[src/rtl/axi_config_rdwr.sv]
// ============================================================================
// axi_config_rdwr
//
// AXI4 slave that turns read and write bursts into single-beat strobes on a
// simple configuration register bus. The read and write engines are
// independent and may strobe in the same cycle; the parent arbitrates.
//
// Ports
//   clk, rst             : clock (rising edge), asynchronous active-low reset
//   s_axi_aw*            : write address channel (lock/cache/prot/qos/region/
//                          user are accepted and ignored)
//   s_axi_w*             : write data channel (wlast/wuser ignored; the beat
//                          count from awlen ends the burst)
//   s_axi_b*             : write response channel (always OKAY)
//   s_axi_ar*            : read address channel (sideband ignored)
//   s_axi_r*             : read data channel (always OKAY)
//   rd, raddr            : one-cycle read strobe and its address
//   rdata, rvalid        : read data returned by the register bus
//   wr, waddr, wdata,
//   wstrb                : one-cycle write strobe with address, data, strobes
// ============================================================================
module axi_config_rdwr #(
    parameter int ADDR_WIDTH   = 32,
    parameter int DATA_WIDTH   = 32,
    parameter int STRB_WIDTH   = DATA_WIDTH / 8,
    parameter int ID_WIDTH     = 8,
    parameter int AWUSER_WIDTH = 1,
    parameter int WUSER_WIDTH  = 1,
    parameter int BUSER_WIDTH  = 1,
    parameter int ARUSER_WIDTH = 1,
    parameter int RUSER_WIDTH  = 1,
    parameter int REG_DATA     = 1
) (
    input  logic                    clk,
    input  logic                    rst,

    input  logic [ID_WIDTH-1:0]     s_axi_awid,
    input  logic [ADDR_WIDTH-1:0]   s_axi_awaddr,
    input  logic [7:0]              s_axi_awlen,
    input  logic [2:0]              s_axi_awsize,
    input  logic [1:0]              s_axi_awburst,
    input  logic                    s_axi_awlock,
    input  logic [3:0]              s_axi_awcache,
    input  logic [2:0]              s_axi_awprot,
    input  logic [3:0]              s_axi_awqos,
    input  logic [3:0]              s_axi_awregion,
    input  logic [AWUSER_WIDTH-1:0] s_axi_awuser,
    input  logic                    s_axi_awvalid,
    output logic                    s_axi_awready,

    input  logic [DATA_WIDTH-1:0]   s_axi_wdata,
    input  logic [STRB_WIDTH-1:0]   s_axi_wstrb,
    input  logic                    s_axi_wlast,
    input  logic [WUSER_WIDTH-1:0]  s_axi_wuser,
    input  logic                    s_axi_wvalid,
    output logic                    s_axi_wready,

    output logic [ID_WIDTH-1:0]     s_axi_bid,
    output logic [1:0]              s_axi_bresp,
    output logic [BUSER_WIDTH-1:0]  s_axi_buser,
    output logic                    s_axi_bvalid,
    input  logic                    s_axi_bready,

    input  logic [ID_WIDTH-1:0]     s_axi_arid,
    input  logic [ADDR_WIDTH-1:0]   s_axi_araddr,
    input  logic [7:0]              s_axi_arlen,
    input  logic [2:0]              s_axi_arsize,
    input  logic [1:0]              s_axi_arburst,
    input  logic                    s_axi_arlock,
    input  logic [3:0]              s_axi_arcache,
    input  logic [2:0]              s_axi_arprot,
    input  logic [3:0]              s_axi_arqos,
    input  logic [3:0]              s_axi_arregion,
    input  logic [ARUSER_WIDTH-1:0] s_axi_aruser,
    input  logic                    s_axi_arvalid,
    output logic                    s_axi_arready,

    output logic [ID_WIDTH-1:0]     s_axi_rid,
    output logic [DATA_WIDTH-1:0]   s_axi_rdata,
    output logic [1:0]              s_axi_rresp,
    output logic                    s_axi_rlast,
    output logic [RUSER_WIDTH-1:0]  s_axi_ruser,
    output logic                    s_axi_rvalid,
    input  logic                    s_axi_rready,

    output logic                    rd,
    output logic [ADDR_WIDTH-1:0]   raddr,
    input  logic [DATA_WIDTH-1:0]   rdata,
    input  logic                    rvalid,

    output logic                    wr,
    output logic [ADDR_WIDTH-1:0]   waddr,
    output logic [DATA_WIDTH-1:0]   wdata,
    output logic [STRB_WIDTH-1:0]   wstrb
);

    typedef enum logic [1:0] {
        W_IDLE,
        W_DATA,
        W_RESP
    } w_state_t;

    typedef enum logic [1:0] {
        R_IDLE,
        R_ISSUE,
        R_WAIT,
        R_DATA
    } r_state_t;

    // Address of the beat following addr. WRAP keeps the high bits and lets
    // the low bits roll over inside a (len+1)*size window; the reserved
    // burst encoding behaves like INCR.
    function automatic logic [ADDR_WIDTH-1:0] next_addr(
        input logic [ADDR_WIDTH-1:0] addr,
        input logic [2:0]            size,
        input logic [7:0]            len,
        input logic [1:0]            burst
    );
        logic [ADDR_WIDTH-1:0] step;
        logic [ADDR_WIDTH-1:0] incr;
        logic [ADDR_WIDTH-1:0] mask;
        logic [ADDR_WIDTH-1:0] result;
        step = ADDR_WIDTH'(1) << size;
        incr = addr + step;
        mask = ((ADDR_WIDTH'(len) + ADDR_WIDTH'(1)) << size) - ADDR_WIDTH'(1);
        case (burst)
            2'b00:   result = addr;
            2'b10:   result = (addr & ~mask) | (incr & mask);
            default: result = incr;
        endcase
        return result;
    endfunction

    w_state_t              w_state;
    logic [ID_WIDTH-1:0]   w_id;
    logic [ADDR_WIDTH-1:0] w_addr;
    logic [7:0]            w_len;
    logic [2:0]            w_size;
    logic [1:0]            w_burst;
    logic [7:0]            w_cnt;
    logic [ADDR_WIDTH-1:0] w_addr_next;

    r_state_t              r_state;
    logic [ID_WIDTH-1:0]   r_id;
    logic [ADDR_WIDTH-1:0] r_addr;
    logic [7:0]            r_len;
    logic [2:0]            r_size;
    logic [1:0]            r_burst;
    logic [7:0]            r_cnt;
    logic [ADDR_WIDTH-1:0] r_addr_next;
    logic [DATA_WIDTH-1:0] rdata_q;

    logic                  unused_sideband;

    assign w_addr_next = next_addr(w_addr, w_size, w_len, w_burst);
    assign r_addr_next = next_addr(r_addr, r_size, r_len, r_burst);

    assign s_axi_bresp = 2'b00;
    assign s_axi_rresp = 2'b00;
    assign s_axi_buser = '0;
    assign s_axi_ruser = '0;

    // With REG_DATA=0 the register bus must hold rdata until the R handshake.
    assign s_axi_rdata = (REG_DATA != 0) ? rdata_q : rdata;

    assign unused_sideband = ^{s_axi_awlock, s_axi_awcache, s_axi_awprot,
                               s_axi_awqos, s_axi_awregion, s_axi_awuser,
                               s_axi_wlast, s_axi_wuser,
                               s_axi_arlock, s_axi_arcache, s_axi_arprot,
                               s_axi_arqos, s_axi_arregion, s_axi_aruser};

    // ---- write engine: AW capture -> one wr per W beat -> B response ----
    always_ff @(posedge clk or negedge rst) begin
        if (!rst) begin
            w_state       <= W_IDLE;
            s_axi_awready <= 1'b0;
            s_axi_wready  <= 1'b0;
            s_axi_bvalid  <= 1'b0;
            s_axi_bid     <= '0;
            w_id          <= '0;
            w_addr        <= '0;
            w_len         <= '0;
            w_size        <= '0;
            w_burst       <= '0;
            w_cnt         <= '0;
            wr            <= 1'b0;
            waddr         <= '0;
            wdata         <= '0;
            wstrb         <= '0;
        end else begin
            wr <= 1'b0;
            case (w_state)
                W_IDLE: begin
                    s_axi_awready <= 1'b1;
                    if (s_axi_awready && s_axi_awvalid) begin
                        s_axi_awready <= 1'b0;
                        s_axi_wready  <= 1'b1;
                        w_id          <= s_axi_awid;
                        w_addr        <= s_axi_awaddr;
                        w_len         <= s_axi_awlen;
                        w_size        <= s_axi_awsize;
                        w_burst       <= s_axi_awburst;
                        w_cnt         <= '0;
                        w_state       <= W_DATA;
                    end
                end
                W_DATA: begin
                    if (s_axi_wready && s_axi_wvalid) begin
                        wr     <= 1'b1;
                        waddr  <= w_addr;
                        wdata  <= s_axi_wdata;
                        wstrb  <= s_axi_wstrb;
                        w_addr <= w_addr_next;
                        w_cnt  <= w_cnt + 8'd1;
                        // Burst length comes from awlen, not wlast.
                        if (w_cnt == w_len) begin
                            s_axi_wready <= 1'b0;
                            s_axi_bvalid <= 1'b1;
                            s_axi_bid    <= w_id;
                            w_state      <= W_RESP;
                        end
                    end
                end
                W_RESP: begin
                    if (s_axi_bready) begin
                        s_axi_bvalid  <= 1'b0;
                        s_axi_awready <= 1'b1;
                        w_state       <= W_IDLE;
                    end
                end
                default: w_state <= W_IDLE;
            endcase
        end
    end

    // ---- read engine: AR capture -> rd -> wait rvalid -> R beat, per beat ----
    always_ff @(posedge clk or negedge rst) begin
        if (!rst) begin
            r_state       <= R_IDLE;
            s_axi_arready <= 1'b0;
            s_axi_rvalid  <= 1'b0;
            s_axi_rid     <= '0;
            s_axi_rlast   <= 1'b0;
            r_id          <= '0;
            r_addr        <= '0;
            r_len         <= '0;
            r_size        <= '0;
            r_burst       <= '0;
            r_cnt         <= '0;
            rdata_q       <= '0;
            rd            <= 1'b0;
            raddr         <= '0;
        end else begin
            rd <= 1'b0;
            case (r_state)
                R_IDLE: begin
                    s_axi_arready <= 1'b1;
                    if (s_axi_arready && s_axi_arvalid) begin
                        s_axi_arready <= 1'b0;
                        r_id          <= s_axi_arid;
                        r_addr        <= s_axi_araddr;
                        r_len         <= s_axi_arlen;
                        r_size        <= s_axi_arsize;
                        r_burst       <= s_axi_arburst;
                        r_cnt         <= '0;
                        // Strobe is raised on entry so it lands the cycle
                        // after the AR handshake.
                        rd            <= 1'b1;
                        raddr         <= s_axi_araddr;
                        r_state       <= R_ISSUE;
                    end
                end
                R_ISSUE, R_WAIT: begin
                    // rvalid may already answer in the same cycle as rd.
                    if (rvalid) begin
                        if (REG_DATA != 0) begin
                            rdata_q <= rdata;
                        end
                        s_axi_rvalid <= 1'b1;
                        s_axi_rid    <= r_id;
                        s_axi_rlast  <= (r_cnt == r_len);
                        r_state      <= R_DATA;
                    end else begin
                        r_state      <= R_WAIT;
                    end
                end
                R_DATA: begin
                    if (s_axi_rready) begin
                        s_axi_rvalid <= 1'b0;
                        s_axi_rlast  <= 1'b0;
                        if (r_cnt == r_len) begin
                            s_axi_arready <= 1'b1;
                            r_state       <= R_IDLE;
                        end else begin
                            r_addr  <= r_addr_next;
                            raddr   <= r_addr_next;
                            rd      <= 1'b1;
                            r_cnt   <= r_cnt + 8'd1;
                            r_state <= R_ISSUE;
                        end
                    end
                end
                default: r_state <= R_IDLE;
            endcase
        end
    end

endmodule

[config.mk]
export PLATFORM = sky130hd
export DESIGN_NAME = axi_config_rdwr
export DESIGN_NICKNAME = d
export VERILOG_FILES = /design/src/rtl/axi_config_rdwr.sv
export SDC_FILE = /design/constraint.sdc
export NUM_CORES = 1
export LEC_CHECK = 0
export ABC_AREA = 1
export CAP_MARGIN = 15
export CORE_ASPECT_RATIO = 2
export CORE_MARGIN = 3
export CORE_UTILIZATION = 54
export CTS_CLUSTER_SIZE = 16
export DETAILED_ROUTE_END_ITERATION = 10
export PLACE_DENSITY = 0.87
export SYNTH_ARGS = -nofsm -noshare
export SYNTH_HDL_FRONTEND = slang
export SYNTH_SLANG_ARGS = --single-unit
[constraint.sdc]
create_clock -name clk -period 5.54 [get_ports clk]
set_clock_uncertainty 0.1 [all_clocks]
set_input_delay 1.108 -clock clk [delete_from_list [all_inputs] [get_ports clk]]
set_output_delay 1.108 -clock clk [all_outputs]
set_load 0.02 [all_outputs]
==> reports/qor.csv, run 1 <==
metric;value;unit
CTS clock-pin slew for the worst setup and hold paths;70;ps
crit start category;flop;
Post-Synth Adder-Cell Area;2.52;%
Worst VDD drop;0.387;mV
Hold-fix buffers, CTS;0;
CTS H-Tree Depth;1;
largest area contributor in the netlist;dfrtp_1;
Min-Delay Path Class;reg2reg;
first-pass GRT wire length;74500;um
Hold Crit Depth;2;
final net count;2640;
clock sinks;250;
Worst Tran Pin Value;895;ps
Starting Density;55.2;%
I/O Buffers;337;
EDFF count, synth;0;
largest net degree at the start of global routing;111;
DRT iter0 DRCs;1162;
row count;85;
layout cell share with drive strength beyond 1;7.51;%
drt wl/cell;17.4;um
vias in the first global route;15200;
Root Buffer Master;clkbuf_16;
worst r2r path cells;17;
Crit Path Category;reg2reg;
post_cts resized;0;
Die X;124;um
Core Area;27100;sq um
number of distinct library cells after synthesis;52;
Final Hold Vio Count;0;
# diodes;0;
Die H;241;um
min Tclk post-route;4180;ps
DR DRC count;0;
status;finished clean;
Slew Viols, Final;0;
ys async rst share;100;%
die area;29900;sq um
final wirelength;47900;um
TritonCTS clock tree;built;
Seq/Total Area, Yosys;41.8;%
fillers;2126;
Area growth, synth to finish;30.0;%
Tot Pwr;12.5;mW
Design Area, Final;19500;sq um
CP endpoint kind;flop;
setup TNS;0;ps
post-CTS setup buffers;0;
Final Util;71.8;%
Req. time, crit path;5900;ps
gp weighted congestion;0.953;
Mean Syn Cell Area;7.18;sq um
Pwr per Cell Area;645;nW/um^2
clk_lat worst skew;540;ps
vias;15400;
area post-placement;18600;sq um
RSZ-0062 raised after global routing;false;
GRT Total Usage;31.1;%
Tcrit/Tclk final;75.4;%
Rel. slew slack;40.3;%
WHS;370;ps
flops & latches, synth;250;
grt total ovfl;0;
XOR/XNOR share of the synthesized area;2.28;%
CP Max Fanout;19;
TritonRoute pass-1 iters;7;
simple-gate share of the synthesized area;35.4;%
Synth Cell Area;15000;sq um
Arr. time, crit path;4540;ps
Ports;380;
yosys warns;0;
Max Fclk;239;MHz
top cells by area, synth;dfrtp_1, nand2_1, nand3_1, inv_1, o21ai_0;
main combinational cell family by area after synthesis;simple AND/OR/NAND/NOR gates;
Synth Area in Compound Gates;9.27;%
mux contribution to synthesized area;1.64;%
Clock Tree Buf Depth;3;
initial antenna violation count;0;
Cells after Synth;2084;
max cap viols;0;
Setup-failing EPs final;0;
Final HPWL DP;35900;um
Synth top area share;41.8;%
top_reg_cell synth;dfrtp_1;
Antenna Violating Nets Remaining;0;
number of buffers created by CTS;24;
Avg Vias per Cell;5.60;
Leak Pwr;9.42;nW
synth_stat cells (2+ instances only):
master,instances
mux2_1,2
buf_1,7
ha_1,27
o22ai_1,5
a21oi_4,3
nor2_4,10
nor3_1,40
o21ai_2,2
nor2_2,9
buf_2,14
a22oi_1,4
nand2_2,25
o31ai_1,6
nor4_1,8
buf_6,2
nand3_1,151
inv_1,161
buf_4,11
xor2_1,28
dfrtp_1,250
nand2_1,799
o211ai_1,5
inv_2,19
or2_2,9
mux2_2,10
clkinv_1,3
nor2_1,126
a21o_1,3
a21oi_1,80
nand4_1,21
mux2i_1,11
clkbuf_1,42
nand3_2,25
fa_1,2
o21ai_1,15
a31oi_1,4
o21ai_0,120
xnor2_1,11
placed cells by master, fill, tap and decap left out, types with 15 or more instances in the layout:
cell type	n
nand2_1	799
clkdlybuf4s50_1	336
dfrtp_1	250
inv_1	160
nand3_1	151
nor2_1	125
o21ai_0	120
a21oi_1	80
nor3_1	40
xor2_1	28
ha_1	27
nand2_2	25
nand3_2	25
clkbuf_16	24
nand4_1	21
inv_2	20
buf_4	16
o21ai_1	15
worst paths after layout:
| kind | to | start | slack (ps) |
|---|---|---|---|
| setup / recovery | flop | r_size[1] | 1360 |
| hold / removal | s_axi_rid[6] | r_id[6] | 370 |
| setup reg to reg | flop | r_size[1] | 1360 |
| hold reg to reg | s_axi_rid[6] | r_id[6] | 370 |
| max in group asynchronous | waddr[0] | rst | 3790 |
| min in group asynchronous | waddr[24] | rst | 500 |
cell families after synthesis:
kind of cell,Yosys count
muxes,23
xor gates and xnor gates,39
other,1
buffers and inverters,260
DFF,250
AOI/OAI and AO/OA,253
adders and majority gates,29
and+or+nand+nor,1229
critical path: stages (launching register included):
cell     delay, ps
dfrtp_1        590
inv_1          440
nand2_1        120
nor2_1         180
inv_1           80
fa_1           380
inv_1           90
nand2_1         70
nand2_1         60
a21oi_1        110
o21ai_2        330
nand2_1        260
nor2_1         290
nand2_1        180
nor3_1         300
xor2_1         230
nand2_1         90
a21oi_1        190
report_power, final:
group / switching [mW] / total (mW) / leakage (nW) / internal [mW]
clock: 0.753 / 1.83 / 0.430 / 1.08
sequential: 0.809 / 3.48 / 3.12 / 2.67
combinational: 4.56 / 7.24 / 5.88 / 2.67
total: 6.13 / 12.5 / 9.42 / 6.42
metal layers:
metal	global-route usage (%)	up-vias	wire length [um]
met5	0	-	0
met4	18.3	0	3300
met3	4.16	234	2780
met2	57.4	696	25500
met1	32.7	7213	16300
li1	-	7296	-
area by class of cell:
type,instances,area (sq um),area share [%]
repair buffers,354,3520,18.1
inverters,184,692,3.56
well taps,348,435,2.24
clock inverters,11,176,0.907
multi-input cells,1579,7690,39.5
flip-flops and latches,250,6260,32.1
clock buffers,31,697,3.58
through the flow:
| stage | setup slack (ps) | cells |
|---|---|---|
| after floorplan | 2480 | 2089 |
| after global placement | 1730 | 2715 |
| after detailed placement | 1590 | 2715 |
| after CTS | 1490 | 2757 |
| after global routing | 1040 | 2757 |
| final | 1360 | 2757 |
Note: power is estimated with default switching activity, not from simulation.
==> inputs of run 2 (changes only) <==
--- a/config.mk
+++ b/config.mk
@@ -9,10 +9,10 @@
 export CAP_MARGIN = 15
 export CORE_ASPECT_RATIO = 2
 export CORE_MARGIN = 3
-export CORE_UTILIZATION = 54
+export CORE_UTILIZATION = 50
 export CTS_CLUSTER_SIZE = 16
 export DETAILED_ROUTE_END_ITERATION = 10
-export PLACE_DENSITY = 0.87
+export PLACE_DENSITY = 0.81
 export SYNTH_ARGS = -nofsm -noshare
 export SYNTH_HDL_FRONTEND = slang
 export SYNTH_SLANG_ARGS = --single-unit
==> constraint.sdc (replaced) <==
create_clock -name clk -period 4.1 [get_ports clk]
set_clock_uncertainty 0.1 [all_clocks]
set_input_delay 0.82 -clock clk [delete_from_list [all_inputs] [get_ports clk]]
set_output_delay 0.82 -clock clk [all_outputs]
set_load 0.02 [all_outputs]
==> reports/qor.csv, run 2 (same netlist as run 1, synthesis figures left out) <==
metric;value;unit
status;finished clean;
Die X;128;um
most frequent cells in the layout;nand2_1, clkdlybuf4s50_1, dfrtp_1, inv_1, nand3_1;
Logic pwr share;58.0;%
Placement Setup Slack;436;ps
RSZ-0062 raised after global routing;false;
setup slack after layout;390;ps
Pwr per Cell Area;863;nW/um^2
row count;89;
layout cell share with drive strength beyond 1;7.96;%
setup TNS;0;ps
grt total ovfl;0;
CTS clock-pin slew for the worst setup and hold paths;70;ps
# diodes;0;
DR DRC count;0;
final net count;2651;
vias;15100;
Ports;380;
Final Hold Vio Count;0;
Rel. slew slack;43.4;%
sw frac;48.6;%
slowest cell delay on critical path;610;ps
Crit path buffers/inverters;2;
Antenna Violating Nets Remaining;0;
Clock Tree Buf Depth;3;
Final HPWL DP;35800;um
Pint;8.68;mW
Arr. time, crit path;4070;ps
placed insts;2740;
Slew Viols, Final;0;
drt wl/cell;16.8;um
Core Area;29500;sq um
gp weighted congestion;0.964;
Max Fclk;270;MHz
Crit Path Category;reg2reg;
clock power share;14.4;%
DRT iter0 DRCs;985;
Leak Pwr;9.47;nW
max cap viols;0;
Tcrit/Tclk final;90.5;%
post-CTS setup buffers;0;
commonest non-fill, non-tap cell in the layout;nand2_1;
vias in the first global route;15100;
post_cts resized;0;
Starting Density;50.7;%
clk_lat worst skew;540;ps
crit start category;flop;
critical path, cell by cell;nor3_1 > ha_1 > inv_1 > fa_1 > inv_1 > nand2_1 > nand2_1 > nand2_1 > nand2_1 > nand3_1 > nand2_1 > nand2_1 > nor3_1 > nand3_1 > nand2_1 > nand3_1 > o21ai_0 > nand2_1 > o21ai_0;
min Tclk post-route;3710;ps
register share of total power;27.6;%
WHS;114;ps
Hold-fix buffers, CTS;0;
Avg Vias per Cell;5.41;
TritonCTS clock tree;built;
most used cell, CP;nand2_1;
Area growth, synth to finish;30.8;%
clock sinks;250;
fillers;2500;
Net Switching;8.21;mW
Die H;251;um
Worst VDD drop;0.539;mV
CP Max Fanout;20;
CP endpoint kind;flop;
initial antenna violation count;0;
first-pass GRT wire length;75100;um
non-filler cells, final;2788;
Req. time, crit path;4460;ps
Setup-failing EPs final;0;
Min-Delay Path Class;in2async;
largest net degree at the start of global routing;83;
GRT Total Usage;28.7;%
Worst Tran Pin Value;847;ps
TritonRoute pass-1 iters;6;
I/O Buffers;337;
Root Buffer Master;clkbuf_16;
die area;32200;sq um
final wirelength;46900;um
family with the most delay on the worst path;simple AND/OR/NAND/NOR gates;
number of buffers created by CTS;26;
Final Util;66.3;%
Critical-path top delay cell;dfrtp_1;
CTS H-Tree Depth;1;
run 2: changes by cell type in the layout (fill, tap and decap cells not counted), sizes merged:
| cell | previous run | this run |
|---|---|---|
| clkinv | 10 | 11 |
| clkinvlp | 1 | 2 |
| buf | 18 | 27 |
| inv | 180 | 183 |
| bufinv | 4 | 2 |
| clkbuf | 31 | 34 |
run 2: power by group through the flow:
stage          clock network, mW  registers (mW)  logic (mW)
3_3_place_gp                   0            4.61        9.48
2_1_floorplan                  0            5.22        5.69
4_1_cts                     2.49            4.64        9.80
5_1_grt                     2.57            4.80        10.9
3_5_place_dp                   0            4.67        9.73
6_report                    2.44            4.66        9.80
run 2: final timing paths:
path                            depth (start not counted)  slack, ps                    endpoint  startpoint
worst max-delay path                                   19        390                        flop   w_size[1]
worst min-delay path                                    1        110  asynchronous set/reset pin         rst
worst max register to register                         19        390                        flop   w_size[1]
worst min register to register                          2        370                s_axi_rid[4]     r_id[4]
max in group asynchronous                               2       2810                    wdata[7]         rst
min in group clk                                        2        370                s_axi_rid[4]     r_id[4]
run 2: area by class of cell:
cell class                 count  area, sq um  area share, %
clock inverter                14          140          0.716
inverter                     184          692           3.53
timing repair buffer         363         3610           18.4
sequential                   250         6260           32.0
clock buffer                  34          732           3.74
tap                          364          455           2.33
multi-input combinational   1579         7690           39.3
run 2: per-layer routing:
layer  wire length, um  global-route usage (%)  vias to the layer above  share of wire, %
li1                  -                       -                     7327                 -
met1             16100                    30.7                     7066                34
met2             25400                    53.9                      527                54
met3              2500                    2.65                      172               5.3
met4              2920                    15.5                        0               6.2
met5                 0                       0                        -                 0
run 2: worst register-to-register path: cells and delay by family (launching register included):
kind | cells | cell delay (ps)
compound gates | 2 | 250
buf+inv | 2 | 160
flops | 1 | 610
fa+ha+maj | 2 | 600
simple gates | 13 | 1940
run 2: metrics by stage:
step | cell area [sq um] | power (mW)
global placement | 18700 | 14.1
detailed placement | 18700 | 14.4
global route | 19600 | 18.2
finish | 19600 | 16.9
floorplan | 15000 | 10.9
CTS | 19600 | 16.9
